--- config.mk ---
export PLATFORM = sky130hd
export DESIGN_NAME = fetch_redirect_ctrl
export DESIGN_NICKNAME = d
export VERILOG_FILES = /design/src/rtl/fetch_pkg.sv /design/src/rtl/redirect_select.sv /design/src/rtl/fetch_redirect_ctrl.sv
export SDC_FILE = /design/constraint.sdc
export NUM_CORES = 1
export LEC_CHECK = 0
export ABC_CLOCK_PERIOD_IN_PS = 12900
export CAP_MARGIN = 25
export CORE_ASPECT_RATIO = 0.75
export CORE_UTILIZATION = 46
export DETAILED_ROUTE_END_ITERATION = 6
export PLACE_DENSITY = 0.86
export SETUP_SLACK_MARGIN = 0.3
export SYNTH_ARGS = -nofsm -noshare
export SYNTH_HDL_FRONTEND = slang
export SYNTH_SLANG_ARGS = --single-unit
--- constraint.sdc ---
create_clock -name clk -period 12.9 [get_ports clk]
set_input_delay 2.58 -clock clk [delete_from_list [all_inputs] [get_ports clk]]
set_output_delay 2.58 -clock clk [all_outputs]
set_load 0.01 [all_outputs]
--- src/rtl/fetch_pkg.sv ---
// Shared types and constants for the IF-stage redirect controller.
package fetch_pkg;

  typedef enum logic [1:0] {
    KIND_NONE   = 2'd0,
    KIND_JUMP   = 2'd1,
    KIND_BRANCH = 2'd2,
    KIND_TRAP   = 2'd3
  } redirect_kind_e;

  typedef enum logic [1:0] {
    ST_BOOT = 2'd0,
    ST_RUN  = 2'd1,
    ST_HELD = 2'd2
  } fetch_state_e;

  localparam logic [31:0] DEFAULT_RESET_PC = 32'h4000_0000;

  // Fetch addresses are word aligned; the two low bits are always cleared.
  function automatic logic [31:0] align_pc(input logic [31:0] pc);
    return pc & 32'hFFFF_FFFC;
  endfunction

endpackage

--- src/rtl/redirect_select.sv ---
// Combinational redirect arbiter: trap > pending > branch > jump.
module redirect_select
  import fetch_pkg::*;
(
  input  logic           jump_valid,
  input  logic [31:0]    jump_target,
  input  logic           br_mispredict,
  input  logic [31:0]    br_target,
  input  logic           trap_valid,
  input  logic [31:0]    trap_vector,
  input  redirect_kind_e pend_kind,
  input  logic [31:0]    pend_target,
  output redirect_kind_e sel_kind,
  output logic [31:0]    sel_target
);

  // A buffered redirect is older than anything live in ID/EX, so it outranks them.
  always_comb begin
    sel_kind   = KIND_NONE;
    sel_target = '0;
    if (trap_valid) begin
      sel_kind   = KIND_TRAP;
      sel_target = trap_vector;
    end else if (pend_kind != KIND_NONE) begin
      sel_kind   = pend_kind;
      sel_target = pend_target;
    end else if (br_mispredict) begin
      sel_kind   = KIND_BRANCH;
      sel_target = br_target;
    end else if (jump_valid) begin
      sel_kind   = KIND_JUMP;
      sel_target = jump_target;
    end
  end

endmodule

--- src/rtl/fetch_redirect_ctrl.sv ---
// IF-stage PC sequencing: boot hold, redirect arbitration, stall buffering.
// Optional counters enabled by FETCH_REDIRECT_STATS_EN.
module fetch_redirect_ctrl
  import fetch_pkg::*;
#(
  parameter logic [31:0] RESET_PC    = DEFAULT_RESET_PC,
  parameter int          BOOT_CYCLES = 4
) (
  input  logic        clk,
  input  logic        rst,
  input  logic        stall,
  input  logic        jump_valid,
  input  logic [31:0] jump_target,
  input  logic        br_mispredict,
  input  logic [31:0] br_target,
  input  logic        trap_valid,
  input  logic [31:0] trap_vector,
  output logic [31:0] new_pc,
  output logic        pc_override,
  output logic        pc_hold,
  output logic        flush_if,
  output logic        flush_id,
  output logic        flush_ex,
  output logic        pending_valid
`ifdef FETCH_REDIRECT_STATS_EN
  ,
  output logic [31:0] redirect_count,
  output logic [15:0] dropped_count
`endif
);

  fetch_state_e   state_q, state_d;
  logic [7:0]     boot_cnt_q, boot_cnt_d;
  redirect_kind_e pend_kind_q, pend_kind_d;
  logic [31:0]    pend_tgt_q, pend_tgt_d;
  redirect_kind_e sel_kind;
  logic [31:0]    sel_target;
  logic           apply;
  logic           hold;
  logic [1:0]     drops;

  redirect_select u_select (
    .jump_valid    (jump_valid),
    .jump_target   (jump_target),
    .br_mispredict (br_mispredict),
    .br_target     (br_target),
    .trap_valid    (trap_valid),
    .trap_vector   (trap_vector),
    .pend_kind     (pend_kind_q),
    .pend_target   (pend_tgt_q),
    .sel_kind      (sel_kind),
    .sel_target    (sel_target)
  );

  always_comb begin
    state_d     = state_q;
    boot_cnt_d  = boot_cnt_q;
    pend_kind_d = pend_kind_q;
    pend_tgt_d  = pend_tgt_q;
    apply       = 1'b0;
    hold        = 1'b0;
    drops       = 2'd0;
    case (state_q)
      ST_BOOT: begin
        hold       = 1'b1;
        boot_cnt_d = boot_cnt_q + 8'd1;
        if (boot_cnt_q == 8'(BOOT_CYCLES - 1)) state_d = ST_RUN;
      end
      ST_RUN: begin
        if (sel_kind == KIND_TRAP) begin
          apply = 1'b1;
          drops = 2'(br_mispredict) + 2'(jump_valid);
        end else if (sel_kind != KIND_NONE) begin
          drops = 2'(br_mispredict & jump_valid);
          if (stall) begin
            hold        = 1'b1;
            pend_kind_d = sel_kind;
            pend_tgt_d  = sel_target;
            state_d     = ST_HELD;
          end else begin
            apply = 1'b1;
          end
        end else begin
          hold = stall;
        end
      end
      ST_HELD: begin
        if (trap_valid) begin
          apply       = 1'b1;
          pend_kind_d = KIND_NONE;
          state_d     = ST_RUN;
          drops       = 2'd1 + 2'(br_mispredict) + 2'(jump_valid);
        end else if (stall) begin
          hold = 1'b1;
          // A pending branch is older than any later jump, so only a branch may replace it.
          if (br_mispredict) begin
            pend_kind_d = KIND_BRANCH;
            pend_tgt_d  = br_target;
            drops       = 2'd1 + 2'(jump_valid);
          end else if (jump_valid) begin
            drops = 2'd1;
            if (pend_kind_q != KIND_BRANCH) begin
              pend_kind_d = KIND_JUMP;
              pend_tgt_d  = jump_target;
            end
          end
        end else begin
          apply       = 1'b1;
          pend_kind_d = KIND_NONE;
          state_d     = ST_RUN;
          drops       = 2'(br_mispredict) + 2'(jump_valid);
        end
      end
      default: begin
        state_d     = ST_BOOT;
        boot_cnt_d  = '0;
        pend_kind_d = KIND_NONE;
      end
    endcase
  end

  always_ff @(posedge clk) begin
    if (!rst) begin
      state_q     <= ST_BOOT;
      boot_cnt_q  <= '0;
      pend_kind_q <= KIND_NONE;
    end else begin
      state_q     <= state_d;
      boot_cnt_q  <= boot_cnt_d;
      pend_kind_q <= pend_kind_d;
    end
  end

  // Target is only meaningful while pend_kind_q != KIND_NONE.
  always_ff @(posedge clk) begin
    pend_tgt_q <= pend_tgt_d;
  end

  // Outputs are forced to their idle values while reset is low so a pending redirect never leaks.
  always_comb begin
    new_pc        = align_pc(RESET_PC);
    pc_override   = 1'b0;
    pc_hold       = 1'b1;
    flush_if      = 1'b0;
    flush_id      = 1'b0;
    flush_ex      = 1'b0;
    pending_valid = 1'b0;
    if (rst) begin
      pc_hold       = hold;
      pending_valid = (state_q == ST_HELD);
      if (apply) begin
        pc_override = 1'b1;
        pc_hold     = 1'b0;
        new_pc      = align_pc(sel_target);
        flush_if    = 1'b1;
        flush_id    = (sel_kind == KIND_BRANCH) || (sel_kind == KIND_TRAP);
        flush_ex    = (sel_kind == KIND_TRAP);
      end
    end
  end

`ifdef FETCH_REDIRECT_STATS_EN
  function automatic logic [15:0] sat_add16(input logic [15:0] a, input logic [1:0] b);
    logic [16:0] sum;
    sum = {1'b0, a} + {15'd0, b};
    return sum[16] ? 16'hFFFF : sum[15:0];
  endfunction

  always_ff @(posedge clk) begin
    if (!rst) begin
      redirect_count <= '0;
      dropped_count  <= '0;
    end else begin
      if (pc_override) redirect_count <= redirect_count + 32'd1;
      dropped_count <= sat_add16(dropped_count, drops);
    end
  end
`else
  logic unused_drops;
  assign unused_drops = ^drops;
`endif

endmodule

# Word-level counts from Yosys, hierarchy flattened
# Cells that the tools add are included.
totals:
  input_bits: 102
  elab_cells: 87
  reg_bits: 42
  out_inout_bits: 38
classes:
  muxes: 55
  n_addsub: 1
  bitwise_logic: 1
  eq_ne: 17
  n_reduce_logical: 9
ops:
  columns: ["cell", "count"]
  rows:
  - ["32-bit 2-to-1 mux", 14]
  - ["32-bit case mux with 2 select lines", 1]
  - ["2-bit 2-to-1 mux", 17]
  - ["1-bit 2-to-1 mux", 18]
  - ["8-bit case mux with 2 select lines", 1]
  - ["2-bit != test (second input constant)", 7]
  - ["2-bit case mux with 3 select lines", 2]
  - ["5-bit != test (second input constant)", 2]
  - ["3-bit != test (second input constant)", 3]
  - ["8-bit by 1-bit adder with 8-bit output (second input constant)", 1]
  - ["8-bit by 2-bit equality test with 1-bit output (second input constant)", 1]
  - ["8-bit AND reduction", 1]
  - ["2-bit equality test (second input constant)", 3]
  - ["6-bit AND reduction", 1]
  - ["2-bit nonzero test", 3]
  - ["5-bit AND reduction", 1]
  - ["1-bit case mux with 3 select lines", 1]
  - ["2-bit by 1-bit equality test with 1-bit output (second input constant)", 1]
  - ["2-bit zero test", 1]
  - ["1-bit case mux with 2 select lines", 1]
  - ["2-bit OR reduction", 1]
  - ["1-bit logical OR", 1]
  - ["1-bit inverter", 1]

# Logic depth before layout (Yosys ltp)
depth:
  word_depth: 10
  depth_mapped: 7
  mapped_depth_nobuf: 7

# Hierarchy
# A second synthesis with hierarchy kept.
hier_totals:
  hier_cells: 429
  area_unflattened_um2: 3574.7
modules_own_cells:
  columns: ["mod", "seq_area_each_um2", "area_per_inst_um2", "instances", "cells_per_inst"]
  rows:
  - ["fetch_redirect_ctrl", 1201.2, 2638.8, 1, 273]
  - ["redirect_select", 0.0, 935.9, 1, 156]

# Least setup slack after synthesis
# Ideal clock, no wire load.
synth_path:
  path_type: "in2out"
  start: "in trap_valid"
  end: "out new_pc[23]"
  arrival_ns: 3.639
  slack_ns: 6.681
  required_time_ns: 10.320
  n_path_buf: 3
  path_stages: 7
  cell_sequence: "buf_6 -> inv_1 -> clkbuf_1 -> buf_1 -> o311ai_0 -> o21ai_0 -> nor2_1"
synth_via:
  elab_chain_cells: 7
  word_cells_on_any_way: 10
  classes_between: "eq/ne: 1; mux: 8; reduce/logical: 1"
synth_rtl:
  columns: ["element", "line_no", "text"]
  rows:
  - ["from (decl)", "fetch_redirect_ctrl.sv:16", "input logic trap_valid,"]
  - ["2-bit 2-to-1 mux", "redirect_select.sv:21", "if (trap_valid) begin"]
  - ["2-bit nonzero test", "fetch_redirect_ctrl.sv:73", "end else if (sel_kind != KIND_NONE) begin"]
  - ["1-bit 2-to-1 mux", "fetch_redirect_ctrl.sv:73", null]
  - ["1-bit 2-to-1 mux", "fetch_redirect_ctrl.sv:70", "if (sel_kind == KIND_TRAP) begin"]
  - ["1-bit case mux with 2 select lines", "fetch_redirect_ctrl.sv:63", "case (state_q)"]
  - ["32-bit 2-to-1 mux (*)", "fetch_redirect_ctrl.sv:151", "if (apply) begin"]
  - ["32-bit 2-to-1 mux (*)", "fetch_redirect_ctrl.sv:148", "if (rst) begin"]
  - ["to (decl)", "fetch_redirect_ctrl.sv:18", "output logic [31:0] new_pc,"]
# Mark *: on every way between the ends. The rest lies on a longest branch, timed or not.

# Worst setup path in the final report
layout_path:
  start: "in trap_valid"
  end: "out pc_hold"
layout_via:
  elab_chain_cells: 7
  word_cells_on_any_way: 13
  classes_between: "eq/ne: 1; mux: 11; reduce/logical: 1"
layout_rtl:
  columns: ["element", "line_no", "text"]
  rows:
  - ["2-bit 2-to-1 mux", "redirect_select.sv:21", null]
  - ["2-bit nonzero test", "fetch_redirect_ctrl.sv:73", null]
  - ["1-bit 2-to-1 mux", "fetch_redirect_ctrl.sv:73", null]
  - ["1-bit 2-to-1 mux", "fetch_redirect_ctrl.sv:70", null]
  - ["1-bit case mux with 3 select lines / 1-bit case mux with 2 select lines (equally long branches)", "fetch_redirect_ctrl.sv:63", null]
  - ["1-bit 2-to-1 mux (*)", "fetch_redirect_ctrl.sv:151", null]
  - ["1-bit 2-to-1 mux (*)", "fetch_redirect_ctrl.sv:148", null]
  - ["to (decl)", "fetch_redirect_ctrl.sv:20", "output logic pc_hold,"]
# Marked as above.

==> impl_metrics.toml <==
[worst_setup_path]
path_max_fanout = 16
startpoint_type = "input port"
critical-path-top-delay-family = "buffers and inverters"
cp_cell_sequence = "clkdlybuf4s50_1 > nor2b_1 > a221o_1 > a21o_1 > buf_16 > inv_2 > a21oi_1 > clkdlybuf4s50_1"
cp.arrival_ns = 5.24
critPathBufInv = 4
slowest_delay_ns = 0.59
cp-end-kind = "output pin"
crit_slowest_cell = "clkdlybuf4s50_1"
path_common_cell = "clkdlybuf4s50_1"
critPathKind = "in2out"
crit_required_ns = 10.32

[timing]
hold_viol = 0
fin_crit_ns = 7.82
tightest_slew_ns = 0.670
rsz0062_at_grt = "no"
drv_slew = 0
tns_ns = 0
finClkSkew_ns = 0.00661
finalCritPeriodShare_pct = 60.7
fmax_mhz = 128
setup_violations = 0
slew-limit-headroom_pct = 55.3

[route]
avgRoutedWirePerCell_um = 17.2
via_count = 3182
drc = 0
routed_wl_um = 9290
firstDrtPassIters = 5
drt_iter0_drc = 250
vias_per_cell = 5.88
ant_nets = 0

[final_layout]
layout_common_cells = "clkdlybuf4s50_1, mux2i_1, o21ai_0"
final_common_cell = "clkdlybuf4s50_1"
diodes = 0
drive_above_1_share_pct = 5.69
nNetsFinal = 563
utilization_pct = 69.2
area_growth_syn_to_layout_pct = 46.1

[place]
hpwlAfterDp_um = 6380
gp_congestion = 0.782
io_buffers = 131

[floorplan]
ioPinCount = 140
die-area_um2 = 7340
rows = 26
fp.dieW_um = 98.6
start_util_pct = 47.4
core_area_um2 = 6800
die_h_um = 74.5

[global_routing]
antenna_found_initial = 0
overflow = 0
grt_pass1_wl_um = 14700
grt_pass1_vias = 3172
grt_max_degree = 60
grt_usage_pct = 25.6

[cts]
clk_latency_ns = 0.30
path_clk_slew_ns = 0.08
numCtsBuffers = 5
cts_tree = "built"
postCtsSetupBuffers = 0
cts.sinks = 42
cts-root-buf = "clkbuf_8"
htreeDepth = 2
holdBufCountCts = 0
cts_buffer_depth = 2
cts_resized = 0

[power_and_ir_drop]
leakage_nw = 1.65
ir_drop_v = 0.0000434
cellPowerDensity_nw_per_um2 = 99.3

[yosys]
synth_top_cell_area_share_pct = 28.0
synthTopCellsByArea = "edfxtp_1, mux2i_1, o21ai_0, dfxtp_1, o311ai_0"
synth_async_sr_flop_share_pct = 0
ys_seq_elements = 42
synth.largest_area_cell = "edfxtp_1"
ys_seq_area_share_pct = 35.4
netlist_instances = 346
syn_avg_cell_area_um2 = 9.30
synth_edf_count = 30
yosysWarningCount = 0
synth_cell_types = 45
synth_ff_type = "edfxtp_1"
syn_area_um2 = 3220

[status]
outcome = "finished, final reports clean"

[worst_hold_path]
hp-class = "reg2reg"

[flow_run]
cap_violations = 0
-- metal layers --
metal  vias up  GRT usage, %  share of wire (%)
li1       1520             -                  -
met2       158          45.3                 48
met5         -             0                  0
met1      1485          30.3                 42
met3        19          6.20                8.2
met4         0          11.6                2.0
-- cells by family (layout without fill, tap and decap cells) --
| kind of cell | count (synthesis) | in the layout | synth area share (%) |
|---|---|---|---|
| other cells | 1 | 2 | 0.116 |
| buf+inv | 45 | 155 | 7.31 |
| mux | 64 | 64 | 19.9 |
| compound gates | 110 | 110 | 22.7 |
| xor+xnor | 7 | 7 | 1.90 |
| flops | 42 | 42 | 35.4 |
| fa+ha+maj | 5 | 5 | 1.94 |
| simple gates | 72 | 72 | 10.6 |
-- sequential cells by signal, summed over array words and instances, names as in the netlist --
signal       count
state_q          2
boot_cnt_q       8
pend_kind_q      2
pend_tgt_q      30
-- final cells by class --
class                           instances  area (um2)
Tap cell                               84         105
Multi-Input combinational cell        260        1860
Fill cell                             526        2100
Timing Repair Buffer                  139        1430
Clock buffer                            5        68.8
Sequential cell                        42        1140
Clock inverter                          3        68.8
Inverter                                8        30.0
-- where the power goes --
part	total [mW]	leakage, nW	internal [mW]	switching, mW
logic	0.158	1.21	0.0804	0.0779
registers	0.181	0.371	0.173	0.00785
clock network	0.127	0.0683	0.0776	0.0497
-- stage by stage --
stage                     hold WS [ns]  total power [mW]  setup slack (ns)  area [um2]  cells
final                            0.543             0.467              5.08        4700    541
after global routing             0.584             0.489              4.93        4700    541
after CTS                        0.546             0.461              5.07        4680    540
after detailed placement         0.516             0.335              5.07        4540    532
after global placement           0.497             0.326              4.85        4480    529
after floorplan                  0.472             0.277              6.68        3220    347
-- synthesized netlist by cell type, types with 3 or more instances --
cell type / n
a21o_1: 4
buf_4: 9
edfxtp_1: 30
clkbuf_1: 20
buf_6: 4
ha_1: 5
nor2_1: 40
o21ai_1: 5
a21oi_1: 4
o311ai_0: 26
dfxtp_1: 12
mux2i_1: 64
xor2_1: 5
nand2_1: 7
o311ai_1: 3
nor2b_1: 3
o21ai_0: 55
nand3_1: 7
inv_1: 7
-- final timing paths --
check / depth (start not counted) / startpoint / endpoint / slack [ns]
worst min-delay path: 2 / state_q[0]$_SDFFE_PN0P_ / state_q[0]$_SDFFE_PN0P_ / 0.54
worst max register to register: 6 / state_q[0]$_SDFFE_PN0P_ / pend_tgt_q[23]$_DFFE_PP_ / 10.56
worst min register to register: 2 / state_q[0]$_SDFFE_PN0P_ / state_q[0]$_SDFFE_PN0P_ / 0.54
worst max-delay path: 8 / trap_valid / pc_hold / 5.08
-- worst register-to-register path: cells and delay by family (launching register included) --
family	cells	cell delay [ns]
buffers and inverters	3	0.60
adder cells (fa/ha/maj)	1	0.55
AO/OA/AOI/OAI	1	0.37
flip-flops	1	0.35
AND/OR/NAND/NOR	1	0.16
Note: power is estimated with default switching activity, not from simulation.
